[src/rtl/sr_debounce_pkg.sv]
// Shared types and constants for the SR push-button debounce front end.
package sr_debounce_pkg;

    localparam int DEBOUNCE_DEFAULT = 4;

    // Channel order inside the top-level channel vector.
    localparam int CH_SET   = 0;
    localparam int CH_RESET = 1;

    // Which input dominates when both debounced levels are high.
    typedef enum logic {
        PRIO_RESET_WINS = 1'b0,
        PRIO_SET_WINS   = 1'b1
    } sr_prio_e;

    // Per-channel debounce state: settled, or counting a disagreement.
    typedef enum logic {
        CH_STABLE   = 1'b0,
        CH_CHANGING = 1'b1
    } ch_state_e;

    // Counter width for a given debounce length; never narrower than 1 bit.
    function automatic int cnt_width(input int cycles);
        if (cycles <= 2) begin
            return 1;
        end
        return $clog2(cycles);
    endfunction

endpackage

[src/rtl/debounce_ch.sv]
// One button channel: two-flop synchroniser, disagreement counter and the
// debounced stable level.
module debounce_ch
    import sr_debounce_pkg::*;
#(
    parameter int DEBOUNCE_CYCLES = DEBOUNCE_DEFAULT
) (
    input  logic clk,
    input  logic rst,
    input  logic raw,
    output logic stable
);

    localparam int            CW       = cnt_width(DEBOUNCE_CYCLES);
    localparam logic [CW-1:0] CNT_LAST = CW'(DEBOUNCE_CYCLES - 1);

    logic          sync1_reg;
    logic          sync2_reg;
    logic          stable_reg;
    logic          stable_next;
    logic [CW-1:0] cnt_reg;
    logic [CW-1:0] cnt_next;
    ch_state_e     state_reg;
    ch_state_e     state_next;
    logic          differ;

    // Bring the asynchronous button into the clock domain.
    always_ff @(posedge clk) begin
        if (rst) begin
            sync1_reg <= 1'b0;
            sync2_reg <= 1'b0;
        end else begin
            sync1_reg <= raw;
            sync2_reg <= sync1_reg;
        end
    end

    // Debounce state register: FSM state, count and settled level.
    always_ff @(posedge clk) begin
        if (rst) begin
            state_reg  <= CH_STABLE;
            cnt_reg    <= '0;
            stable_reg <= 1'b0;
        end else begin
            state_reg  <= state_next;
            cnt_reg    <= cnt_next;
            stable_reg <= stable_next;
        end
    end

    assign differ = (sync2_reg != stable_reg);

    // Next state: any agreeing cycle restarts the count; the level only flips
    // after DEBOUNCE_CYCLES consecutive disagreeing cycles.
    always_comb begin
        state_next  = state_reg;
        cnt_next    = cnt_reg;
        stable_next = stable_reg;
        case (state_reg)
            CH_STABLE: begin
                cnt_next = '0;
                if (differ) begin
                    state_next = CH_CHANGING;
                    cnt_next   = CW'(1);
                end
            end
            CH_CHANGING: begin
                if (!differ) begin
                    state_next = CH_STABLE;
                    cnt_next   = '0;
                end else if (cnt_reg == CNT_LAST) begin
                    state_next  = CH_STABLE;
                    cnt_next    = '0;
                    stable_next = ~stable_reg;
                end else begin
                    cnt_next = cnt_reg + CW'(1);
                end
            end
        endcase
    end

    assign stable = stable_reg;

endmodule

[src/rtl/sr_debounce.sv]
// Debounced, priority-resolved set/reset drive for an SR latch, with rising
// edge pulses and a registered SR state.
module sr_debounce
    import sr_debounce_pkg::*;
#(
    parameter int DEBOUNCE_CYCLES = DEBOUNCE_DEFAULT,
    parameter int RESET_WINS      = 1
) (
    input  logic clk,
    input  logic rst,
    input  logic set_raw,
    input  logic reset_raw,
    output logic s,
    output logic r,
    output logic set_pulse,
    output logic reset_pulse,
    output logic q,
    output logic qbar
);

    localparam sr_prio_e PRIO = (RESET_WINS != 0) ? PRIO_RESET_WINS : PRIO_SET_WINS;

    logic [1:0] raw_vec;
    logic [1:0] stable_vec;
    logic       s_reg;
    logic       r_reg;
    logic       set_pulse_reg;
    logic       reset_pulse_reg;
    logic       q_reg;
    logic       s_next;
    logic       r_next;
    logic       q_next;

    assign raw_vec[CH_SET]   = set_raw;
    assign raw_vec[CH_RESET] = reset_raw;

    generate
        for (genvar gi = 0; gi < 2; gi++) begin : g_ch
            debounce_ch #(
                .DEBOUNCE_CYCLES(DEBOUNCE_CYCLES)
            ) u_ch (
                .clk   (clk),
                .rst   (rst),
                .raw   (raw_vec[gi]),
                .stable(stable_vec[gi])
            );
        end
    endgenerate

    // Priority resolution: the losing channel is masked so s and r are never
    // high together; the SR state follows the resolved levels.
    always_comb begin
        s_next = 1'b0;
        r_next = 1'b0;
        if (PRIO == PRIO_RESET_WINS) begin
            s_next = stable_vec[CH_SET] & ~stable_vec[CH_RESET];
            r_next = stable_vec[CH_RESET];
        end else begin
            s_next = stable_vec[CH_SET];
            r_next = stable_vec[CH_RESET] & ~stable_vec[CH_SET];
        end
        q_next = q_reg;
        if (s_next) begin
            q_next = 1'b1;
        end else if (r_next) begin
            q_next = 1'b0;
        end
    end

    // Output registers: drive levels, one-cycle rising-edge pulses, SR state.
    always_ff @(posedge clk) begin
        if (rst) begin
            s_reg           <= 1'b0;
            r_reg           <= 1'b0;
            set_pulse_reg   <= 1'b0;
            reset_pulse_reg <= 1'b0;
            q_reg           <= 1'b0;
        end else begin
            s_reg           <= s_next;
            r_reg           <= r_next;
            set_pulse_reg   <= s_next & ~s_reg;
            reset_pulse_reg <= r_next & ~r_reg;
            q_reg           <= q_next;
        end
    end

    assign s           = s_reg;
    assign r           = r_reg;
    assign set_pulse   = set_pulse_reg;
    assign reset_pulse = reset_pulse_reg;
    assign q           = q_reg;
    assign qbar        = ~q_reg;

endmodule

[config.mk]
export PLATFORM = sky130hd
export DESIGN_NAME = sr_debounce
export DESIGN_NICKNAME = d
export VERILOG_FILES = /design/src/rtl/sr_debounce_pkg.sv /design/src/rtl/debounce_ch.sv /design/src/rtl/sr_debounce.sv
export SDC_FILE = /design/constraint.sdc
export NUM_CORES = 1
export LEC_CHECK = 0
export ABC_AREA = 1
export BUFFER_PORTS_ARGS = -buffer_cell sky130_fd_sc_hd__buf_4
export CORE_MARGIN = 2
export CORE_UTILIZATION = 35
export CTS_CLUSTER_DIAMETER = 60
export DETAILED_ROUTE_END_ITERATION = 10
export SYNTH_ARGS = -nofsm -noshare
export SYNTH_HDL_FRONTEND = slang
export SYNTH_SLANG_ARGS = --single-unit
[constraint.sdc]
create_clock -name clk -period 1.65 [get_ports clk]
set_input_delay 0.165 -clock clk [delete_from_list [all_inputs] [get_ports clk]]
set_output_delay 0.165 -clock clk [all_outputs]
set_load 0.01 [all_outputs]
# After elaboration in Yosys (flattened, before gate mapping)
# Cells that the tools add are included.
[op_classes]
n_addsub = 2
eq_ne = 4
mux = 18
n_bitwise = 10
n_reduce_logical = 3
[op_table]
columns = ["operator", "count"]
rows = [
  ["$mux W1", 10],
  ["$mux W2", 4],
  ["$pmux W2 S2", 2],
  ["$not A1 Y1", 7],
  ["$reduce_and A3 Y1", 2],
  ["$add A2 B1 Y2 const B", 2],
  ["$eq A2 B2 Y1 const B", 2],
  ["$pmux W1 S2", 2],
  ["$and A1 B1 Y1", 3],
  ["$ne A1 B1 Y1", 2],
  ["$reduce_bool A2 Y1", 1],
]
[word_totals]
regBits = 17
inputBits = 4
out_inout_bits = 6
wordCells = 52

# Depth between registers and ports, before layout
# Gate-level depths: netlist of run 1.
[depth]
word_depth = 4
mapped_depth = 5

# Hierarchy
# A second synthesis of run 1 with hierarchy kept.
[hier_totals]
hier_cells = 77
area_unflattened_um2 = 604.3
[by_module_without_submodules]
columns = ["module", "instances", "cells_each", "area_per_inst_um2", "seq_area_each_um2"]
rows = [
  ["debounce_ch", 2, 31, 229.0, 120.1],
  ["sr_debounce", 1, 15, 146.4, 100.1],
]

# Worst setup path after synthesis of run 1
# Ideal clock, no wire load.
[synth_path]
kind = "flip-flop to flip-flop"
startpoint = "register g_ch[1].u_ch.cnt_reg[0]"
endpoint = "register g_ch[1].u_ch.stable_reg"
arrival_ns = 0.719
path_slack_ns = 0.816
stages_incl_launch_ff = 6
n_path_buf = 0
cell_sequence = "dfxtp_1 ha_1 nand2_1 inv_1 nor2_1 nor2_1"
[synth_between]
elab_chain_cells = 2
[synth_lines]
columns = ["item", "line", "text"]
rows = [
  ["from (decl)", "debounce_ch.sv:21", "logic [CW-1:0] cnt_reg;"],
  ["from (signal assigned)", "debounce_ch.sv:46", "cnt_reg <= cnt_next;"],
  ["$eq A2 B2 Y1", "debounce_ch.sv:71", "end else if (cnt_reg == CNT_LAST) begin"],
  ["$reduce_and A3 Y1 (no source line)", "n/a", ""],
  ["to (signal assigned)", "debounce_ch.sv:47", "stable_reg <= stable_next;"],
  ["to (decl)", "debounce_ch.sv:19", "logic stable_reg;"],
]
# No other way between the ends.
# A chain may end at the register's enable or synchronous reset.

# Worst setup path in the final report of run 1
[layout_path]
startpoint = "register q_reg (netlist: q)"
endpoint = "output port qbar"
[layout_between]
elab_chain_cells = 1
[layout_lines]
columns = ["item", "line", "text"]
rows = [
  ["from (decl)", "sr_debounce.sv:29", "logic q_reg;"],
  ["from (signal assigned)", "sr_debounce.sv:83", "q_reg <= q_next;"],
  ["$not A1 Y1", "sr_debounce.sv:92", "assign qbar = ~q_reg;"],
  ["to (decl)", "sr_debounce.sv:18", "output logic qbar"],
]
# No other way between the ends.

==> results of run 1 <==
path summary, 6_finish.rpt:
kind | start | endpoint | slack (ns)
max | q$_SDFFE_PP0P_ | qbar | 0.68
min | set_raw | g_ch[0].u_ch.sync1_reg$_SDFF_PP0_ | 0.08
max reg2reg | g_ch[1].u_ch.cnt_reg[0]$_SDFF_PP0_ | g_ch[1].u_ch.stable$_SDFFE_PP0P_ | 0.76
min reg2reg | g_ch[0].u_ch.sync1_reg$_SDFF_PP0_ | g_ch[0].u_ch.sync2_reg$_SDFF_PP0_ | 0.41
cells in the mapped netlist:
library cell | instances | area share
sky130_fd_sc_hd__a21oi_1 | 2 | 0.017
sky130_fd_sc_hd__inv_2 | 1 | 0.0064
sky130_fd_sc_hd__inv_1 | 13 | 0.083
sky130_fd_sc_hd__dfxtp_1 | 17 | 0.58
sky130_fd_sc_hd__nor3_2 | 1 | 0.017
sky130_fd_sc_hd__ha_1 | 3 | 0.064
sky130_fd_sc_hd__nand2_1 | 11 | 0.070
sky130_fd_sc_hd__nor2_1 | 22 | 0.14
sky130_fd_sc_hd__nor3_1 | 1 | 0.0085
sky130_fd_sc_hd__nand3_1 | 2 | 0.017
stage by stage:
step / instance area [sq um] / hold WS [ns] / total power [mW]
after global routing: 703 / 0.0812 / 0.690
after detailed placement: 677 / 0.375 / 0.452
final: 703 / 0.0791 / 0.657
after floorplan: 589 / 0.236 / 0.441
after global placement: 677 / 0.362 / 0.451
after CTS: 703 / 0.0734 / 0.667
power by group through the flow:
stage               logic [mW]  clock network [mW]  registers [mW]
floorplan               0.0116                   0           0.430
global placement        0.0207                   0           0.430
detailed placement      0.0213                   0           0.430
CTS                     0.0215               0.225           0.421
global route            0.0254               0.243           0.422
finish                  0.0210               0.215           0.421
worst max-delay path, delay by kind of cell, from the launching register on:
family | cells | cell delay, ns
buf+inv | 2 | 0.18
flops | 1 | 0.34
kinds of logic (layout without fill, tap and decap cells):
family | after synthesis | in the layout | synth area share
AOI/OAI and AO/OA | 2 | 2 | 0.0170
adders and majority gates | 3 | 3 | 0.0637
buffers and inverters | 14 | 27 | 0.0892
DFF | 17 | 17 | 0.578
and+or+nand+nor | 37 | 37 | 0.253
area by class of cell:
cell class / instances / area [sq um]
fillers: 159 / 838
multi-input cells: 42 / 196
repair buffers: 9 / 67.6
clock buffers: 4 / 26.3
well taps: 16 / 20.0
inverters: 14 / 52.6
flip-flops and latches: 17 / 340
layer usage:
metal | GRT usage | wire, microns
met4 | 0.0882 | 10
met5 | 0 | 0
met3 | 0.0240 | 42
met1 | 0.119 | 395
met2 | 0.163 | 348
==> results_tabular.tex, run 1 <==
\begin{tabular}{lr}
\hline
Metric & Value \\
\hline
\multicolumn{2}{l}{\textbf{Status}} \\
Run status & finished clean \\
\multicolumn{2}{l}{\textbf{Cells and area}} \\
Number of diodes & 0 \\
Most common cell after layout, fill and taps aside & sky130\_fd\_sc\_hd\_\_nor2\_1 \\
Number of flip-flops under the largest register name & 4 \\
Signed area change from the synthesized netlist to the final layout & 19.3\% \\
Layout cells sized above 1 & 0.163 \\
Nets@finish & 94 \\
Cell Count, Final, Fillers Out & between 100 and 150 \\
Post-layout utilization of the core & 0.456 \\
Commonest non-fill, non-tap cells in the layout & sky130\_fd\_sc\_hd\_\_nor2\_1 (22), sky130\_fd\_sc\_hd\_\_dfxtp\_1 (17), sky130\_fd\_sc\_hd\_\_inv\_1 (13) \\
\multicolumn{2}{l}{\textbf{Critical path}} \\
Worst Path Required & about 1.5 ns \\
Critical Path, Cell by Cell & inv\_1, buf\_4 \\
Critical path start-end classification & reg2out \\
Largest fanout on the critical path & 2 \\
Kind of start point of the critical path & flip-flop \\
Length in cells of the worst reg-to-reg path & 5 \\
Slowest library cell on the worst path & sky130\_fd\_sc\_hd\_\_dfxtp\_1 \\
Arrival time of the worst setup path & approximately 0.80 ns \\
Longest individual stage delay on the worst path & about 0.34 ns \\
Critical Path End Type & primary output \\
\multicolumn{2}{l}{\textbf{Power}} \\
Leak pwr & between 0.3 and 0.4 nW \\
Combinational fraction of design power & 0.032 \\
Switching Power & between 0.1 and 0.15 mW \\
Part of the power in registers & 0.641 \\
PwrDens & slightly above 900 nW/um\^{}2 \\
Power share of the clock group & 0.327 \\
Switching power as a share of total power & 0.208 \\
Largest vdd supply drop & between 0.4 and 0.5 mV \\
Internal portion of total power & around 0.52 mW \\
\multicolumn{2}{l}{\textbf{Drt}} \\
Post-DR vias/cell & about 4.3 \\
DR iter-0 viols & 2 \\
Per-cell routed wire length & 7.80 microns \\
Overall routed net length & 796 microns \\
Remaining design rule violation count & 0 \\
Number of detailed-route iterations in the first pass & 2 \\
Count of nets left with antenna violations after detail routing & 0 \\
Total vias in the final route & 435 \\
\multicolumn{2}{l}{\textbf{Logic synthesis}} \\
Synthesized area per cell & between 8 and 9 sq um \\
Count of state elements after synthesis & 17 \\
Post-synthesis instance area & between 500 and 600 sq um \\
Total nets after synthesis & 80 \\
Cells after Synth & 73 \\
Distinct cells, synth & 10 \\
Seq/Total Area, Yosys & 0.577 \\
Yosys warning total & 0 \\
\multicolumn{2}{l}{\textbf{STA}} \\
Highest clock frequency the design can meet & between 1000 and 1500 MHz \\
Final Skew & slightly above 0.0006 ns \\
Worst slew margin relative to its limit & 0.895 \\
Unrepaired setup endpoints after global routing & no \\
Total Negative Setup Slacks & 0 ns \\
Count of pins over their slew limit & 0 \\
Ratio of final minimum period to clock period & 0.585 \\
Final setup vio count & 0 \\
Fin worst setup slack & roughly 0.68 ns \\
Transition time of the tightest slew-check pin & 0.157 ns \\
Number of hold-slack violations in the final timing report & 0 \\
Min cycle time layout & 0.965 ns \\
\multicolumn{2}{l}{\textbf{Min path}} \\
Class of the tightest hold or removal check & in2reg \\
Count of cells along the worst hold path & 3 \\
\multicolumn{2}{l}{\textbf{Floorplan}} \\
Die height & roughly 45 microns \\
Die boundary width & $\sim$45 microns \\
Effective utilization at floorplan & 0.382 \\
Core ar. & between 1500 and 2000 sq um \\
I/O pins & 10 \\
Num rows & 14 \\
Area of the die & 2030 sq um \\
\multicolumn{2}{l}{\textbf{GRT}} \\
First-pass GRT wire length & 1480 microns \\
Maximum number of pins on one net before global-route repair & 10 \\
GRT Residual Overflow & 0 \\
Overall routing resource usage & 0.104 \\
Number of global-route vias before repair & between 300 and 400 \\
Initial antenna violation count & 0 \\
\multicolumn{2}{l}{\textbf{CTS}} \\
Clock tree from TritonCTS & done \\
Maximum clock path buffer count & 2 \\
Setup repair bufs after CTS & 0 \\
CTS Root Cell & sky130\_fd\_sc\_hd\_\_clkbuf\_4 \\
Post-cts gate resize count & 0 \\
Clock latency reported for the late side of the worst-skew pair & between 0.2 and 0.3 ns \\
CTS H-tree lvls & 1 \\
Total clock sinks & 17 \\
Hold\_buf cts & 0 \\
Post-CTS clock slew at the launch and capture registers of the worst setup and hold paths & 0.09 ns \\
Number of buffers created by CTS & 3 \\
\multicolumn{2}{l}{\textbf{Job}} \\
Max-capacitance violation count & 0 \\
\multicolumn{2}{l}{\textbf{Placement}} \\
Instance count after placement with tap cells included & between 90 and 100 \\
RD Place Congestion & between 0.6 and 0.7 \\
Worst slack at placement & approximately 0.77 ns \\
Half-perimeter wire length after placement & approximately 600 microns \\
Total of buffers placed on input and output ports & 9 \\
\hline
\end{tabular}
(Power assumes the default switching activity.)
==> run 2: changes to the inputs <==
==> constraint.sdc (replaced) <==
create_clock -name clk -period 0.9 [get_ports clk]
set_input_delay 0.09 -clock clk [delete_from_list [all_inputs] [get_ports clk]]
set_output_delay 0.09 -clock clk [all_outputs]
set_load 0.01 [all_outputs]
==> run 2 against run 1 <==
  * Count of clock-buffer cells in the layout unchanged
  * Worst setup slack lost 0.64 ns
  * Die area is the same
  * Clock skew grew 0.0043 ns
  * Via count increased by 0.92%
  * First-iteration DRC count increased by 50%
  * Critical endpoint unchanged
  * Largest cell class unchanged
==> results_tabular.tex, run 2 (synthesis results as in run 1) <==
\begin{tabular}{lr}
\hline
Metric & Value \\
\hline
\multicolumn{2}{l}{\textbf{STA}} \\
Fin worst setup slack & 0.0404 ns (-0.644 ns) \\
Worst slew margin relative to its limit & 0.912 (+0.0169) \\
Highest clock frequency the design can meet & roughly 1200 MHz \\
Ratio of final minimum period to clock period & 0.955 \\
Count of pins over their slew limit & 0 (unchanged) \\
Number of hold-slack violations in the final timing report & 0 (unchanged) \\
Worst Hold Margin & 0.0152 ns (-0.0639 ns) \\
Final Skew & 0.00492 ns (+0.00430 ns) \\
Total Negative Setup Slacks & 0 ns (unchanged) \\
Final setup vio count & 0 (unchanged) \\
Min cycle time layout & around 0.86 ns \\
Transition time of the tightest slew-check pin & 0.130 ns (-0.0262 ns) \\
\multicolumn{2}{l}{\textbf{GRT}} \\
Number of global-route vias before repair & 390 (+1.3\%) \\
First-pass GRT wire length & 1470 microns (-0.94\%) \\
GRT Residual Overflow & 0 (unchanged) \\
Fraction of met3 tracks used by global routing & 0.0240 (unchanged) \\
Overall routing resource usage & 0.104 (unchanged) \\
Routing usage on met1 & 0.119 (unchanged) \\
Initial antenna violation count & 0 (unchanged) \\
GR met2 Demand/Resource & 0.163 (unchanged) \\
Gr busiest metal & met2 \\
Maximum number of pins on one net before global-route repair & 10 (unchanged) \\
\multicolumn{2}{l}{\textbf{Critical path}} \\
Worst Path Required & 0.81 ns (-0.67 ns) \\
Kind of start point of the critical path & flip-flop \\
Largest fanout on the critical path & 2 (unchanged) \\
Critical path start-end classification & reg2out \\
Arrival time of the worst setup path & 0.77 ns (-0.03 ns) \\
Critical Path End Type & primary output \\
\multicolumn{2}{l}{\textbf{Placement}} \\
Instance count after placement with tap cells included & 98 (unchanged) \\
Area after DPL & 677 sq um (unchanged) \\
Worst slack at placement & 0.0199 ns (-0.750 ns) \\
RD Place Congestion & 0.638 (unchanged) \\
Half-perimeter wire length after placement & 621 microns (+1.6\%) \\
Total of buffers placed on input and output ports & 9 (unchanged) \\
\multicolumn{2}{l}{\textbf{Drt}} \\
Number of detailed-route iterations in the first pass & 2 (unchanged) \\
Per-cell routed wire length & 7.92 microns (+1.5\%) \\
Overall routed net length & 824 microns (+3.5\%) \\
Count of nets left with antenna violations after detail routing & 0 (unchanged) \\
Post-DR vias/cell & 4.22 (-1.0\%) \\
DR iter-0 viols & 3 (+1) \\
Total vias in the final route & 439 (+0.92\%) \\
Remaining design rule violation count & 0 (unchanged) \\
\multicolumn{2}{l}{\textbf{Cells and area}} \\
Number of diodes & 0 (unchanged) \\
Number of flip-flops under the largest register name & 4 (unchanged) \\
Signed area change from the synthesized netlist to the final layout & 27.6\% \\
Fillers & 159 (unchanged) \\
Cell Count, Final, Fillers Out & 104 (+2.0\%) \\
Area taken by flip-flops and latches & 345 sq um (+1.5\%) \\
Layout Cell Area excl Fill & 752 sq um (+6.9\%) \\
Footprint of the multi-input gates & 216 sq um (+10\%) \\
Layout cells sized above 1 & 0.273 (+0.110) \\
Nets@finish & 96 (+2.1\%) \\
Most common cell after layout, fill and taps aside & sky130\_fd\_sc\_hd\_\_nor2\_1 \\
Post-layout utilization of the core & 0.488 (+0.0317) \\
Commonest non-fill, non-tap cells in the layout & sky130\_fd\_sc\_hd\_\_nor2\_1 (22), sky130\_fd\_sc\_hd\_\_dfxtp\_1 (13), sky130\_fd\_sc\_hd\_\_inv\_1 (11) \\
\multicolumn{2}{l}{\textbf{Floorplan}} \\
Num rows & 14 (unchanged) \\
Die boundary width & 45.0 microns (unchanged) \\
Effective utilization at floorplan & 0.382 (unchanged) \\
Core ar. & 1540 sq um (unchanged) \\
I/O pins & 10 (unchanged) \\
Die height & 45.0 microns (unchanged) \\
Area of the die & 2030 sq um (unchanged) \\
\multicolumn{2}{l}{\textbf{Power}} \\
Combinational fraction of design power & 0.038 (+0.006) \\
Power share of the clock group & 0.321 (-0.006) \\
Leak pwr & 0.370 nW (+0.96\%) \\
Largest vdd supply drop & 0.799 mV (+79\%) \\
Internal portion of total power & 0.960 mW (+85\%) \\
Switching Power & 0.245 mW (+80\%) \\
Part of the power in registers & 0.641 (about the same) \\
PwrDens & 1600 nW/um\^{}2 (+72\%) \\
Switching power as a share of total power & 0.203 (-0.00437) \\
Post-route total power & 1.20 mW (+84\%) \\
\multicolumn{2}{l}{\textbf{CTS}} \\
Clock tree from TritonCTS & done \\
CTS Root Cell & sky130\_fd\_sc\_hd\_\_clkbuf\_4 \\
CTS H-tree lvls & 1 (unchanged) \\
Total clock sinks & 17 (unchanged) \\
Number of buffers created by CTS & 3 (unchanged) \\
Post-CTS clock slew at the launch and capture registers of the worst setup and hold paths & 0.09 ns (about the same) \\
Maximum clock path buffer count & 2 (unchanged) \\
Clock latency reported for the late side of the worst-skew pair & 0.28 ns (about the same) \\
Setup repair bufs after CTS & 0 (unchanged) \\
\multicolumn{2}{l}{\textbf{Min path}} \\
Class of the tightest hold or removal check & in2reg \\
\multicolumn{2}{l}{\textbf{Status}} \\
Run status & finished clean \\
\multicolumn{2}{l}{\textbf{Job}} \\
Max-capacitance violation count & 0 (unchanged) \\
\hline
\end{tabular}
## run 2: changes by cell type in the layout (fill, tap and decap cells not counted), sizes merged
cell,change
dlygate4sd3,+2
## run 2: final timing paths
kind | from | endpoint | slack, ns | depth (start not counted)
max | q$_SDFFE_PP0P_ | qbar | 0.04 | 2
min | rst | g_ch[1].u_ch.sync2_reg$_SDFF_PP0_ | 0.02 | 2
max reg2reg | g_ch[1].u_ch.cnt_reg[1]$_SDFF_PP0_ | g_ch[1].u_ch.stable$_SDFFE_PP0P_ | 0.06 | 5
min reg2reg | g_ch[1].u_ch.sync1_reg$_SDFF_PP0_ | g_ch[1].u_ch.sync2_reg$_SDFF_PP0_ | 0.41 | 2
## run 2: power by group through the flow
stage	logic, mW	registers (mW)	clock network [mW]
floorplan	0.0213	0.787	0
global placement	0.0379	0.788	0
detailed placement	0.0390	0.789	0
CTS	0.0460	0.771	0.415
global route	0.0544	0.774	0.434
finish	0.0459	0.772	0.387
## run 2: what timing repair did
action / in CTS / in global routing
gates resized for setup: 2 / 10
pin swaps: 0 / 4
setup endpoints to repair: 1 / 9
hold buffers: 2 / 0
hold endpoints to repair: 2 / 0
## run 2: area by class of cell
class / instances / area share
multi-input cells: 42 / 0.288
well taps: 16 / 0.0266
repair buffers: 11 / 0.121
flip-flops and latches: 17 / 0.459
clock buffers: 4 / 0.0349
inverters: 14 / 0.0699
## run 2: critical path: stages, from the launching register on
cell	delay [ns]
sky130_fd_sc_hd__dfxtp_2	0.34
sky130_fd_sc_hd__inv_2	0.04
sky130_fd_sc_hd__buf_6	0.11
## run 2: routing by layer
metal  part of all wire  vias up  wire length [microns]
li1                   -      243                      -
met1               0.51      185                    421
met2               0.43        9                    354
met3              0.046        2                     38
met4              0.012        0                     10
met5                  0        -                      0
==> run 3: changes to the inputs <==
--- a/config.mk
+++ b/config.mk
@@ -7,10 +7,12 @@
 export LEC_CHECK = 0
 export ABC_AREA = 1
 export BUFFER_PORTS_ARGS = -buffer_cell sky130_fd_sc_hd__buf_4
-export CORE_MARGIN = 2
-export CORE_UTILIZATION = 35
+export CORE_AREA = 2 2 39 41
 export CTS_CLUSTER_DIAMETER = 60
 export DETAILED_ROUTE_END_ITERATION = 10
+export DIE_AREA = 0 0 41 43
+export GPL_TIMING_DRIVEN = 0
+export PLACE_DENSITY = 0.65
 export SYNTH_ARGS = -nofsm -noshare
 export SYNTH_HDL_FRONTEND = slang
 export SYNTH_SLANG_ARGS = --single-unit
==> run 3 against run 2 <==
  * Global-route usage is 1.8 points higher
  * Die area down 13%
  * Non-clock buffer count up 2
  * Via count up 5.5%
  * Clock skew shrank 0.0039 ns
==> results_tabular.tex, run 3 (synthesis results as in run 1) <==
\begin{tabular}{lr}
\hline
Metric & Value \\
\hline
\multicolumn{2}{l}{\textbf{Status}} \\
Run status & finished clean \\
\multicolumn{2}{l}{\textbf{Drt}} \\
Count of nets left with antenna violations after detail routing & 0 (unchanged) \\
Total vias in the final route & 463 (+5.5\%) \\
Overall routed net length & 838 microns (+1.7\%) \\
Number of detailed-route iterations in the first pass & 3 (+1) \\
DR iter-0 viols & 6 (+3) \\
Remaining design rule violation count & 0 (unchanged) \\
Per-cell routed wire length & 7.91 microns (-0.22\%) \\
Post-DR vias/cell & 4.37 (+3.5\%) \\
\multicolumn{2}{l}{\textbf{Placement}} \\
Area after DPL & 677 sq um (unchanged) \\
Worst slack at placement & 0.00788 ns (-0.0121 ns) \\
Total of buffers placed on input and output ports & 9 (unchanged) \\
Half-perimeter wire length after placement & 619 microns (-0.32\%) \\
Instance count after placement with tap cells included & 98 (unchanged) \\
RD Place Congestion & 0.744 (+17\%) \\
\multicolumn{2}{l}{\textbf{GRT}} \\
Initial antenna violation count & 0 (unchanged) \\
Fraction of met3 tracks used by global routing & 0.0314 (+0.00741) \\
Routing usage on met1 & 0.140 (+0.0208) \\
GR met2 Demand/Resource & 0.169 (+0.00589) \\
First-pass GRT wire length & 1370 microns (-6.5\%) \\
GRT Residual Overflow & 0 (unchanged) \\
Gr busiest metal & met2 \\
Maximum number of pins on one net before global-route repair & 10 (unchanged) \\
Overall routing resource usage & 0.122 (+0.0176) \\
Number of global-route vias before repair & 378 (-3.1\%) \\
\multicolumn{2}{l}{\textbf{Cells and area}} \\
Cell Count, Final, Fillers Out & 106 (+1.9\%) \\
Most common cell after layout, fill and taps aside & sky130\_fd\_sc\_hd\_\_nor2\_1 \\
Number of flip-flops under the largest register name & 4 (unchanged) \\
Footprint of the multi-input gates & 208 sq um (-4.0\%) \\
Signed area change from the synthesized netlist to the final layout & 28.9\% \\
Fillers & 138 (-13\%) \\
Layout cells sized above 1 & 0.256 (-0.0172) \\
Nets@finish & 98 (+2.1\%) \\
Commonest non-fill, non-tap cells in the layout & sky130\_fd\_sc\_hd\_\_nor2\_1 (22), sky130\_fd\_sc\_hd\_\_dfxtp\_1 (14), sky130\_fd\_sc\_hd\_\_inv\_1 (12) \\
Layout Cell Area excl Fill & 759 sq um (+1.0\%) \\
Area taken by flip-flops and latches & 344 sq um (-0.36\%) \\
Number of diodes & 0 (unchanged) \\
\multicolumn{2}{l}{\textbf{CTS}} \\
Number of buffers created by CTS & 3 (unchanged) \\
CTS Root Cell & sky130\_fd\_sc\_hd\_\_clkbuf\_4 \\
Clock latency reported for the late side of the worst-skew pair & 0.28 ns (about the same) \\
Maximum clock path buffer count & 2 (unchanged) \\
CTS H-tree lvls & 1 (unchanged) \\
Clock tree from TritonCTS & done \\
Total clock sinks & 17 (unchanged) \\
Post-CTS clock slew at the launch and capture registers of the worst setup and hold paths & 0.09 ns (about the same) \\
\multicolumn{2}{l}{\textbf{STA}} \\
Final setup vio count & 0 (unchanged) \\
Number of hold-slack violations in the final timing report & 0 (unchanged) \\
Final Skew & 0.00102 ns (-0.00390 ns) \\
Min cycle time layout & 0.879 ns (+0.0196 ns) \\
Transition time of the tightest slew-check pin & 0.153 ns (+0.0228 ns) \\
Count of pins over their slew limit & 0 (unchanged) \\
Highest clock frequency the design can meet & 1140 MHz (-2.2\%) \\
Unrepaired setup endpoints after global routing & yes \\
Ratio of final minimum period to clock period & 0.977 (+0.0217) \\
Worst slew margin relative to its limit & 0.897 (-0.0153) \\
Fin worst setup slack & 0.0209 ns (-0.0196 ns) \\
\multicolumn{2}{l}{\textbf{Min path}} \\
Class of the tightest hold or removal check & reg2reg \\
\multicolumn{2}{l}{\textbf{Critical path}} \\
Arrival time of the worst setup path & 1.11 ns (+0.34 ns) \\
Crit path from & rst \\
Reg2Reg Capture Point & g\_ch[1].u\_ch.stable\$\_SDFFE\_PP0P\_ \\
Critical path endpoint & g\_ch[0].u\_ch.cnt\_reg[1]\$\_SDFF\_PP0\_ \\
Kind of start point of the critical path & input pin \\
Critical Path End Type & flip-flop \\
Largest fanout on the critical path & 7 (+5) \\
Reg-to-Reg Start & g\_ch[1].u\_ch.cnt\_reg[0]\$\_SDFF\_PP0\_ \\
Worst Path Required & 1.13 ns (+0.32 ns) \\
Internal reg-to-reg setup slack & 0.02 ns (-0.04 ns) \\
Critical path start-end classification & in2reg \\
Length in cells of the worst reg-to-reg path & 5 (unchanged) \\
\multicolumn{2}{l}{\textbf{Job}} \\
Max-capacitance violation count & 0 (unchanged) \\
\multicolumn{2}{l}{\textbf{Floorplan}} \\
I/O pins & 10 (unchanged) \\
Die height & 43 microns (-4.5\%) \\
Effective utilization at floorplan & 0.426 (+0.0436) \\
Num rows & 14 (unchanged) \\
Core ar. & 1380 sq um (-10\%) \\
Die boundary width & 41 microns (-9.0\%) \\
Area of the die & 1760 sq um (-13\%) \\
\multicolumn{2}{l}{\textbf{Power}} \\
PwrDens & 1590 nW/um\^{}2 (-0.57\%) \\
Largest vdd supply drop & 1.04 mV (+30\%) \\
Leak pwr & 0.382 nW (+3.1\%) \\
\hline
\end{tabular}
## run 3: metrics by stage
| step | total power, mW | utilization | setup TNS (ns) | hold slack [ns] |
|---|---|---|---|---|
| after floorplan | 0.809 | - | 0 | 0.161 |
| after global placement | 0.826 | 0.489 | 0 | 0.289 |
| after detailed placement | 0.828 | 0.489 | 0 | 0.301 |
| after CTS | 1.23 | 0.532 | 0 | 0.410 |
| after global routing | 1.26 | 0.549 | -0.152 | 0.424 |
| final | 1.21 | 0.549 | 0 | 0.406 |
## run 3: cell type report
type,count,area share
clock buffers,4,0.0346
inverters,14,0.0692
repair buffers,13,0.143
flip-flops and latches,17,0.453
well taps,16,0.0264
multi-input cells,42,0.273
## run 3: per-layer routing
metal / up-vias / share of wire
met5: - / 0
met4: 0 / 0.042
met3: 5 / 0.066
met2: 13 / 0.43
met1: 197 / 0.46
li1: 248 / -
## run 3: worst max-delay path: stages
cell,delay (ns)
sky130_fd_sc_hd__dlygate4sd3_1,0.54
sky130_fd_sc_hd__buf_4,0.16
sky130_fd_sc_hd__inv_2,0.09
sky130_fd_sc_hd__nand3_1,0.13
sky130_fd_sc_hd__nor2_1,0.11
## run 3: how the worst min path moves through the flow
stage          cells after the start                                end                         startpoint  slack [ns]
2_1_floorplan                      1  g_ch[0].u_ch.sync1_reg$_SDFF_PP0_                                rst        0.16
3_3_place_gp                       3  g_ch[1].u_ch.sync1_reg$_SDFF_PP0_                          reset_raw        0.29
3_5_place_dp                       3  g_ch[1].u_ch.sync1_reg$_SDFF_PP0_                          reset_raw        0.30
4_1_cts                            2  g_ch[0].u_ch.sync2_reg$_SDFF_PP0_  g_ch[0].u_ch.sync1_reg$_SDFF_PP0_        0.41
5_1_grt                            2  g_ch[0].u_ch.sync2_reg$_SDFF_PP0_  g_ch[0].u_ch.sync1_reg$_SDFF_PP0_        0.42
6_report                           2  g_ch[0].u_ch.sync2_reg$_SDFF_PP0_  g_ch[0].u_ch.sync1_reg$_SDFF_PP0_        0.41
## run 3: what timing repair did
| item | in CTS | in global routing |
|---|---|---|
| setup endpoints to repair | 2 | 10 |
| pin swaps | 0 | 1 |
| endpoints found under the hold margin | 3 | 0 |
| hold buffers | 3 | 0 |
| buffers inserted | 0 | 1 |
| gates resized for setup | 2 | 7 |
## run 3: power by group
group	internal, mW	leakage [nW]	switching [mW]	total [mW]
Combinational	0.0255	0.227	0.0239	0.0495
Sequential	0.765	0.140	0.00652	0.772
Clock	0.172	0.0150	0.216	0.389
